==> src/rtl/uart_send.sv <==
// 8N1 UART transmitter with a small byte FIFO in front of the serialiser.
// Frames leave LSB-first; a queued byte follows the previous stop bit with no idle gap.
module uart_send #(
   parameter int CLK_FREQ   = 50_000_000,
   parameter int BAUD_RATE  = 115200,
   parameter int FIFO_DEPTH = 4
) (
   input  logic       sys_clk,
   input  logic       sys_rst_n,
   input  logic       send_en,
   input  logic [7:0] send_din,
   output logic       send_dout,
   output logic       send_busy,
   output logic       send_full,
   output logic       send_done,
   output logic       send_ovf
);

   localparam int BPS_CNT = CLK_FREQ / BAUD_RATE;
   localparam int CNT_W   = (BPS_CNT > 1) ? $clog2(BPS_CNT) : 1;
   localparam int PTR_W   = (FIFO_DEPTH > 1) ? $clog2(FIFO_DEPTH) : 1;

   localparam logic [CNT_W-1:0] BAUD_MAX = CNT_W'(BPS_CNT - 1);
   localparam logic [PTR_W:0]   FIFO_MAX = (PTR_W + 1)'(FIFO_DEPTH);

   localparam logic [1:0] S_IDLE  = 2'd0;
   localparam logic [1:0] S_START = 2'd1;
   localparam logic [1:0] S_DATA  = 2'd2;
   localparam logic [1:0] S_STOP  = 2'd3;

   logic [1:0]       r_state;
   logic [CNT_W-1:0] r_baud;
   logic [2:0]       r_bit;
   logic [7:0]       r_shift;
   logic             r_dout;
   logic             r_done;
   logic             r_ovf;
   logic             r_full;
   logic [PTR_W:0]   r_cnt;
   logic [PTR_W-1:0] r_wr_ptr;
   logic [PTR_W-1:0] r_rd_ptr;
   logic [7:0]       r_mem [FIFO_DEPTH];

   logic             w_wr;
   logic             w_pop;
   logic             w_cnt_nz;
   logic             w_baud_end;
   logic [PTR_W:0]   w_cnt_nxt;
   logic [7:0]       w_head;

   assign w_cnt_nz   = (r_cnt != '0);
   assign w_baud_end = (r_baud == BAUD_MAX);
   // A write seen while full is dropped even if a pop frees a slot this cycle.
   assign w_wr       = send_en & ~r_full;
   assign w_pop      = w_cnt_nz & ((r_state == S_IDLE) | ((r_state == S_STOP) & w_baud_end));
   assign w_cnt_nxt  = r_cnt + (PTR_W + 1)'(w_wr) - (PTR_W + 1)'(w_pop);
   assign w_head     = r_mem[r_rd_ptr];

   always_ff @(posedge sys_clk) begin
      if (w_wr) begin
         r_mem[r_wr_ptr] <= send_din;
      end
   end

   always_ff @(posedge sys_clk or negedge sys_rst_n) begin
      if (!sys_rst_n) begin
         r_cnt    <= '0;
         r_wr_ptr <= '0;
         r_rd_ptr <= '0;
         r_full   <= 1'b0;
         r_ovf    <= 1'b0;
      end else begin
         r_cnt  <= w_cnt_nxt;
         r_full <= (w_cnt_nxt == FIFO_MAX);
         r_ovf  <= send_en & r_full;
         if (w_wr) begin
            r_wr_ptr <= r_wr_ptr + 1'b1;
         end
         if (w_pop) begin
            r_rd_ptr <= r_rd_ptr + 1'b1;
         end
      end
   end

   always_ff @(posedge sys_clk) begin
      if (w_pop) begin
         r_shift <= w_head;
      end else if (w_baud_end && ((r_state == S_START) || (r_state == S_DATA))) begin
         r_shift <= {1'b0, r_shift[7:1]};
      end
   end

   // Line level is always a flop output so the TX pin never glitches.
   always_ff @(posedge sys_clk or negedge sys_rst_n) begin
      if (!sys_rst_n) begin
         r_state <= S_IDLE;
         r_baud  <= '0;
         r_bit   <= 3'd0;
         r_dout  <= 1'b1;
         r_done  <= 1'b0;
      end else begin
         r_done <= 1'b0;
         case (r_state)
            S_IDLE: begin
               r_dout <= 1'b1;
               r_baud <= '0;
               if (w_cnt_nz) begin
                  r_dout  <= 1'b0;
                  r_state <= S_START;
               end
            end
            S_START: begin
               if (w_baud_end) begin
                  r_baud  <= '0;
                  r_bit   <= 3'd0;
                  r_dout  <= r_shift[0];
                  r_state <= S_DATA;
               end else begin
                  r_baud <= r_baud + 1'b1;
               end
            end
            S_DATA: begin
               if (w_baud_end) begin
                  r_baud <= '0;
                  if (r_bit == 3'd7) begin
                     r_dout  <= 1'b1;
                     r_state <= S_STOP;
                  end else begin
                     r_bit  <= r_bit + 3'd1;
                     r_dout <= r_shift[0];
                  end
               end else begin
                  r_baud <= r_baud + 1'b1;
               end
            end
            S_STOP: begin
               if (w_baud_end) begin
                  r_baud <= '0;
                  r_done <= 1'b1;
                  if (w_cnt_nz) begin
                     r_dout  <= 1'b0;
                     r_state <= S_START;
                  end else begin
                     r_state <= S_IDLE;
                  end
               end else begin
                  r_baud <= r_baud + 1'b1;
               end
            end
            default: begin
               r_dout  <= 1'b1;
               r_baud  <= '0;
               r_state <= S_IDLE;
            end
         endcase
      end
   end

   assign send_dout = r_dout;
   assign send_busy = (r_state != S_IDLE);
   assign send_full = r_full;
   assign send_done = r_done;
   assign send_ovf  = r_ovf;

endmodule

==> config.mk <==
export PLATFORM = sky130hd
export DESIGN_NAME = uart_send
export DESIGN_NICKNAME = d
export VERILOG_FILES = /design/src/rtl/uart_send.sv
export SDC_FILE = /design/constraint.sdc
export NUM_CORES = 1
export LEC_CHECK = 0
export CORE_AREA = 3 3 83 85
export DETAILED_ROUTE_END_ITERATION = 6
export DIE_AREA = 0 0 86 88
export MAX_ROUTING_LAYER = met4
export PLACE_DENSITY = 0.63
export SLEW_MARGIN = 10
export SYNTH_ARGS = -nofsm -noshare
export SYNTH_HDL_FRONTEND = slang
export SYNTH_SLANG_ARGS = --single-unit
==> constraint.sdc <==
create_clock -name sys_clk -period 7.99 [get_ports sys_clk]
set_input_delay 0.799 -clock sys_clk [delete_from_list [all_inputs] [get_ports sys_clk]]
set_output_delay 0.799 -clock sys_clk [all_outputs]
set_load 0.02 [all_outputs]
Word-level counts from Yosys, hierarchy flattened
Memories as Yosys holds them, arrays and structs flattened. Index checks and enable logic that the tools add are counted.

Bitwise logic cells: 6. Muxes and demuxes: 26. $add $sub $neg: 6. Equality and inequality tests: 13. Reduce and logical (&&, ||, !) cells: 11.

Operators with widths (count): $pmux 9 s2 (1); $mux 8 (2); $ne 2x2->1 const B (6); $mux 1 (11); $mux 2 (5); $add 9x1->9 const B (1); $eq 9x9->1 const B (1); $mux 3 (3); $mux 9 (1); $pmux 2 s4 (1); $reduce_and 4->1 (2); $eq 3x3->1 const B (2); $pmux 3 s2 (1); $reduce_bool 2->1 (3); $reduce_and 5->1 (1); $add 2x1->2 const B (2); $and 1x1->1 (4); $eq 2x2->1 const B (2); $pmux 1 s4 (1); $add 3x1->3 (1); $add 3x1->3 const B (1); $reduce_bool 3->1 (1); $reduce_or 3->1 (1); $sub 3x1->3 (1); other kinds (7) (7).

Output and inout port bits: 5. Memories kept: 1. Register bits after elaboration: 33. RAM bits: 32. Input port bits: 11. Logic and storage cells: 74.

Memory list: r_mem (words 4, bits a word 8, read ports 1, clocked after memory_dff 0, write ports 1, line 42) `logic [7:0] r_mem [FIFO_DEPTH];`.

Logic depth before layout (Yosys ltp)
Gate-level depths: netlist (run 1).

Depth after elaboration: 6. Gate-level depth with buffers: 12. Mapped depth without buffers: 11.

Worst setup path after synthesis (run 1)
No wires, ideal clock.

Kind: input to register. From: in send_en. To: reg r_full (netlist: send_full). Cell stages on the path: 10. Setup slack: 5411 ps. Buffers on the path: 1. Arrival time: 2491 ps. Required time: 7902 ps. Path through: nor2b_1 -> clkbuf_1 -> inv_1 -> ha_1 -> inv_1 -> ha_1 -> fa_1 -> xnor2_1 -> xnor2_1 -> nor3b_1.

Cells in the longest elaborated chain, start to end: 4.

Ends and longest elaborated chain: from (decl) (line 10) `input logic send_en,`; $and 1x1->1 (line 54) `assign w_wr = send_en & ~r_full;`; $add 3x1->3 (line 56) `assign w_cnt_nxt = r_cnt + (PTR_W + 1)'(w_wr) - (PTR_W + 1)'(w_pop);`; $sub 3x1->3 (line 56); net w_cnt_nxt[2] (line 48) `logic [PTR_W:0] w_cnt_nxt;`; $eq 3x3->1 (line 74) `r_full <= (w_cnt_nxt == FIFO_MAX);`; to (signal assigned) (line 74); to (decl) (line 38) `logic r_full;`.

The timed path passes the listed nets, and every way through them passes these cells. A chain may end at the register's enable or synchronous reset.

Worst setup path after layout (run 1)
Ends and elaborated chain as after synthesis.

==> results.tsv, run 1 <==
metric	value	unit
status	completed	
Clk Latency, worst-skew pair	0.34	ns
share of cells above drive strength 1	18.18	%
Mapped Avg Cell Area	15.25	um^2
n_diodes	0	
Post-CTS Setup Bufs	0	
Post-Syn Area	2959	um^2
max-slew violation count	0	
final setup margin	5.051	ns
period utilization	36.78	%
CTS tree	yes	
GR Layer Usage met1	18.89	%
clock buffer depth	2	
Hold Vio Cnt, Final	0	
Peak VDD IR	0.1320	mV
I/O Pins	16	
starting density of the core	47.14	%
fin nets	242	
TNS Setup	0	ns
PwrDens	244.8	nW/um^2
crit path max fanout	8	
Synth-to-Final Area Change	13.91	%
Clk pin slew, worst setup/hold paths	0.08	ns
Post-synth ARST share	38.46	%
CTS buffer count	9	
DIE AREA	7568	um^2
worst slew pin tran	0.6160	ns
Vias/cell	5.306	
Std-Cell Rows	29	
Critical Path Start Type	input pin	
GR Util met3	3.010	%
placed cells	281	
largest net degree at the start of global routing	26	
HP Class	input pin to asynchronous set/reset pin	
Synth area leader	edfxtp_1	
buffers added on ports	15	
first drt pass iteration count	4	
register bit total from synthesis	65	
area fraction of the dominant cell type after synthesis	40.59	%
Post-Syn Instances	194	
gr busiest metal	met2	
Hold Buf Count CTS	0	
gr usage total	14.90	%
global-route wire length before repair	8.183	mm
H-tree levels	3	
Lkg Pwr	1.328	nW
Max Clock Skew	0.006998	ns
Peak Freq	340.2	MHz
unrepaired setup endpoints after global routing	false	
top_reg_cell synth	edfxtp_1	
Ys Warns	0	
Max-slew headroom	58.93	%
fin area	3371	um^2
Max-cap violations	0	
Die Ht	88	um
initial antenna violation count	0	
vias in the first global route	1703	
met2 Use GR	22.42	%
Congestion Overflow GR	0	
Cell Area, Placed	3174	um^2
Die X	86	um
Required @ worst endpoint	8.24	ns
CP Class	input pin to flop	
vias	1576	
antenna-violating nets left	0	
clock root buffer	clkbuf_8	
worst path arrival time	3.19	ns
Initial DRC Count	123	
CP endpoint kind	flop	
worst slack, placed	4.653	ns
Yosys cell types	47	
Seq/Total Area, Yosys	61.78	%
Placeable Area	6277	um^2
ranking of synthesized cells by area	edfxtp_1 (41%), dfrtp_1 (20%), ha_1 (6.3%)	
CTS sink count	65	
post-detail-place hpwl	3.310	mm
DRC	0	
PostCTS Resize Cnt	0	
gpl congestion	0.7537	
min cycle time layout	2.939	ns
Wirelength per Cell	15.86	um
final setup violation count	0	
Synthesized Nets	221	
Total Wirelength	4.709	mm
flop2flop setup slack	5.18	ns
number of synthesized flops with an enable pin	40	
Final Non-Filler Cells	297	
## layout make-up
| type | instances | area (um^2) |
|---|---|---|
| timing repair buffer | 15 | 145.1 |
| multi-input combinational | 113 | 1059 |
| clock buffer | 9 | 123.9 |
| inverter | 11 | 41.29 |
| clock inverter | 7 | 77.57 |
| tap | 77 | 96.34 |
| sequential | 65 | 1828 |
| fill | 532 | 2907 |
## cells in the mapped netlist (2+ instances only)
| cell type | number |
|---|---|
| xor2_1 | 4 |
| nor2_1 | 12 |
| a21oi_1 | 2 |
| nand3_1 | 3 |
| nor3_1 | 2 |
| mux4_2 | 8 |
| nand4_1 | 2 |
| nand2_1 | 7 |
| dfrtp_1 | 24 |
| o221ai_1 | 2 |
| xnor2_1 | 7 |
| a22o_1 | 3 |
| o21ai_0 | 4 |
| inv_1 | 11 |
| nand2b_1 | 2 |
| nand3b_1 | 2 |
| mux2_1 | 2 |
| and3_1 | 2 |
| nor2b_1 | 2 |
| edfxtp_1 | 40 |
| and2_1 | 8 |
| ha_1 | 15 |
| mux2_4 | 6 |
## power breakdown
| group | switching [mW] | internal, mW | total (mW) |
|---|---|---|---|
| logic | 0.0639 | 0.0504 | 0.114 |
| clock network | 0.136 | 0.147 | 0.283 |
| registers | 0.0219 | 0.406 | 0.427 |
| total | 0.222 | 0.603 | 0.825 |
## critical path: stages
cell             delay, ns
clkdlybuf4s50_1       0.46
nor2b_1               0.39
inv_1                 0.09
ha_1                  0.29
inv_1                 0.04
ha_1                  0.19
fa_1                  0.38
xnor2_1               0.19
xnor2_1               0.17
nor3b_1               0.19
## worst paths after layout
check | startpoint | end | depth (start not counted)
min reg2reg | r_baud[0] | r_baud[0] | 1
min | sys_rst_n | r_bit[2] | 1
max in group asynchronous | sys_rst_n | r_cnt[0] | 1
min in group sys_clk | r_baud[0] | r_baud[0] | 1
max reg2reg | r_baud[2] | send_full | 10
max | send_en | send_full | 10
## routing by layer
layer / routed length [um] / share of wire [%]
met2: 2306 / 49
met1: 2160 / 46
met5: 0 / 0
met4: 110 / 2.3
met3: 132 / 2.8
## layout by cell type (no fill, tap or decap), types with 2 or more instances in the layout
cell type | synthesis | layout
nor3_1 | 2 | 2
a22o_1 | 3 | 3
inv_6 | 0 | 3
a21oi_1 | 2 | 2
and2_1 | 8 | 8
edfxtp_1 | 40 | 40
o21ai_0 | 4 | 4
nand3b_1 | 2 | 2
mux2_4 | 6 | 6
ha_1 | 15 | 15
dfrtp_1 | 24 | 24
nand3_1 | 3 | 3
inv_1 | 11 | 11
o221ai_1 | 2 | 2
nor2_1 | 12 | 12
mux2_1 | 2 | 2
xnor2_1 | 7 | 7
nand2_1 | 7 | 7
nand4_1 | 2 | 2
and3_1 | 2 | 2
mux4_2 | 8 | 8
nor2b_1 | 2 | 2
clkbuf_8 | 0 | 9
nand2b_1 | 2 | 2
xor2_1 | 4 | 4
clkdlybuf4s50_1 | 0 | 14
## kinds of logic after synthesis
kind of cell,after synthesis,share of synthesized area (%)
buffers and inverters,16,2.452
AOI/OAI and AO/OA,19,4.990
muxes,17,10.23
and+or+nand+nor,50,10.27
DFF,65,61.78
adders and majority gates,16,7.019
xor gates and xnor gates,11,3.256
## registers in the layout, summed over array words and instances, names as in the netlist
signal and flops:
r_cnt 3, r_shift 8, send_done 1, r_bit 3
r_wr_ptr 2, r_state 2, r_baud 9, send_ovf 1
r_rd_ptr 2, send_full 1, send_dout 1, r_mem 32
## per-stage QoR
stage                     total power, mW  hold WS [ns]  util [%]
final                              0.8253        0.4462     53.70
after global routing               0.8655        0.4848     53.70
after CTS                          0.8369        0.4940     53.78
after detailed placement           0.5530        0.4838     50.57
after global placement             0.5396        0.4681     50.57
after floorplan                    0.5100        0.4535         -
No activity file was read; power rests on OpenSTA's default activity.
==> inputs of run 2 (changes only) <==
Clock period 7.99 ns to 3.1 ns, I/O delays scaled along.
==> run 2 against run 1 <==
  * Sequential power increased to 2.6 times the previous value
  * Final area increased by 0.41%
  * Combinational power rose to 2.6 times the previous value
  * Die area unchanged
  * Worst setup slack lost 4.5 ns
  * Via count up 2.0%
  * First-iteration DRC count up 14%
  * Non-clock buffer count up 3
  * Cell count increased by 1.0%
  * Critical endpoint unchanged
  * Highest routed layer unchanged
==> results.tsv, run 2 (synthesized netlist as in run 1, its figures left out) <==
metric	value	unit
status	completed	
post-detail-place hpwl	3.475	mm
buffers added on ports	15	
Hold Buf Count CTS	0	
most common cell after layout, fill and taps aside	edfxtp_1	
max reg flops	32	
Required @ worst endpoint	3.35	ns
Lkg Pwr	1.336	nW
gr usage total	15.31	%
min cycle time layout	2.514	ns
vias	1608	
most frequent cells in the layout	edfxtp_1 (40), dfrtp_1 (24), ha_1 (15), clkdlybuf4s50_1 (15), nor2_1 (12)	
Total Wirelength	5.008	mm
PostCTS Resize Cnt	0	
Die X	86	um
Peak Freq	397.8	MHz
Std-Cell Rows	29	
CP endpoint kind	flop	
Die Ht	88	um
Max-slew headroom	54.50	%
HP Class	input pin to asynchronous set/reset pin	
gpl congestion	0.7896	
Post-CTS Setup Bufs	0	
unrepaired setup endpoints after global routing	false	
multi-input logic area	1059	um^2
worst slew pin tran	0.6825	ns
CP Class	flop to flop	
I/O Pins	16	
Clk pin slew, worst setup/hold paths	0.07	ns
Congestion Overflow GR	0	
fill cell count	528	
placed cells	284	
first drt pass iteration count	4	
Hold Vio Cnt, Final	0	
initial antenna violation count	0	
Critical Path Start Type	flop	
crit path max fanout	5	
period utilization	81.10	%
clock buffer depth	2	
largest net degree at the start of global routing	26	
share of cells above drive strength 1	17.94	%
TNS Setup	0	ns
starting density of the core	47.14	%
DIE AREA	7568	um^2
CP Buf/Inv Count	3	
Vias/cell	5.360	
register area	1828	um^2
delay-heaviest family, CP	adder cells	
global-route wire length before repair	8.321	mm
CTS buffer count	9	
largest registers	r_mem (32), r_baud (9), r_shift (8)	
Placeable Area	6277	um^2
Clk Latency, worst-skew pair	0.34	ns
max-slew violation count	0	
Initial DRC Count	140	
Max Clock Skew	0.008992	ns
CTS tree	yes	
worst path arrival time	2.77	ns
DRC	0	
antenna-violating nets left	0	
Wirelength per Cell	16.69	um
critical path cell sequence	inv_1 -> ha_1 -> inv_1 -> o22ai_4 -> ha_1 -> inv_1 -> ha_1 -> fa_1 -> xnor2_1 -> xnor2_1 -> nor3b_1	
CTS sink count	65	
CP max stage delay	0.43	ns
final setup margin	0.5859	ns
final setup violation count	0	
vias in the first global route	1694	
Synth-to-Final Area Change	14.38	%
PwrDens	617.3	nW/um^2
Max-cap violations	0	
clock root buffer	clkbuf_8	
Final Non-Filler Cells	300	
Most flops, register	r_mem	
H-tree levels	3	
n_diodes	0	
Peak VDD IR	0.4056	mV
fin nets	245	
slowest stage cell, crit path	dfrtp_1	
worst slack, placed	0.5545	ns
## run 2: worst reg2reg max path, delay by kind of cell (launching register included)
family          cells  cell delay [ns]
simple gates        1             0.18
buf+inv             3             0.30
compound gates      1             0.10
fa+ha+maj           4             1.07
flops               1             0.43
xor+xnor            2             0.34
## run 2: worst paths after layout
path,start,endpoint,slack [ns],depth (start not counted)
worst max-delay path,r_state[1],send_full,0.59,11
worst min-delay path,sys_rst_n,r_bit[0],0.33,2
worst max register to register,r_state[1],send_full,0.59,11
worst min register to register,r_baud[0],r_baud[0],0.49,1
max in group asynchronous,sys_rst_n,send_dout,2.48,2
min in group sys_clk,r_baud[0],r_baud[0],0.49,1
## run 2: where the power goes
group / switching (mW) / internal (mW)
Clock: 0.320 / 0.370
Sequential: 0.0583 / 1.05
Combinational: 0.161 / 0.134
## run 2: per-stage QoR
stage | utilization [%] | hold WS, ns | area, um^2 | total power [mW]
3_3_place_gp | 50.93 | 0.4679 | 3197 | 1.395
3_5_place_dp | 50.93 | 0.4854 | 3197 | 1.426
6_report | 53.92 | 0.3317 | 3385 | 2.089
4_1_cts | 53.92 | 0.3344 | 3385 | 2.115
5_1_grt | 53.92 | 0.3646 | 3385 | 2.198
2_1_floorplan | - | 0.01441 | 2959 | 1.315
## run 2: cell type report
class / instances / share of cell area, %
Clock buffer: 11 / 3.882
Clock inverter: 5 / 1.664
Inverter: 11 / 1.220
Multi-Input combinational cell: 113 / 31.28
Sequential cell: 65 / 54.01
Tap cell: 77 / 2.847
Timing Repair Buffer: 18 / 5.102
## run 2: layer usage
| metal | up-vias | track usage [%] | wire (um) | share of wire, % |
|---|---|---|---|---|
| met3 | 11 | 4.798 | 173 | 3.5 |
| met5 | - | - | 0 | 0 |
| li1 | 760 | - | - | - |
| met4 | 0 | 6.906 | 125 | 2.5 |
| met2 | 26 | 22.35 | 2393 | 48 |
| met1 | 811 | 19.59 | 2316 | 46 |
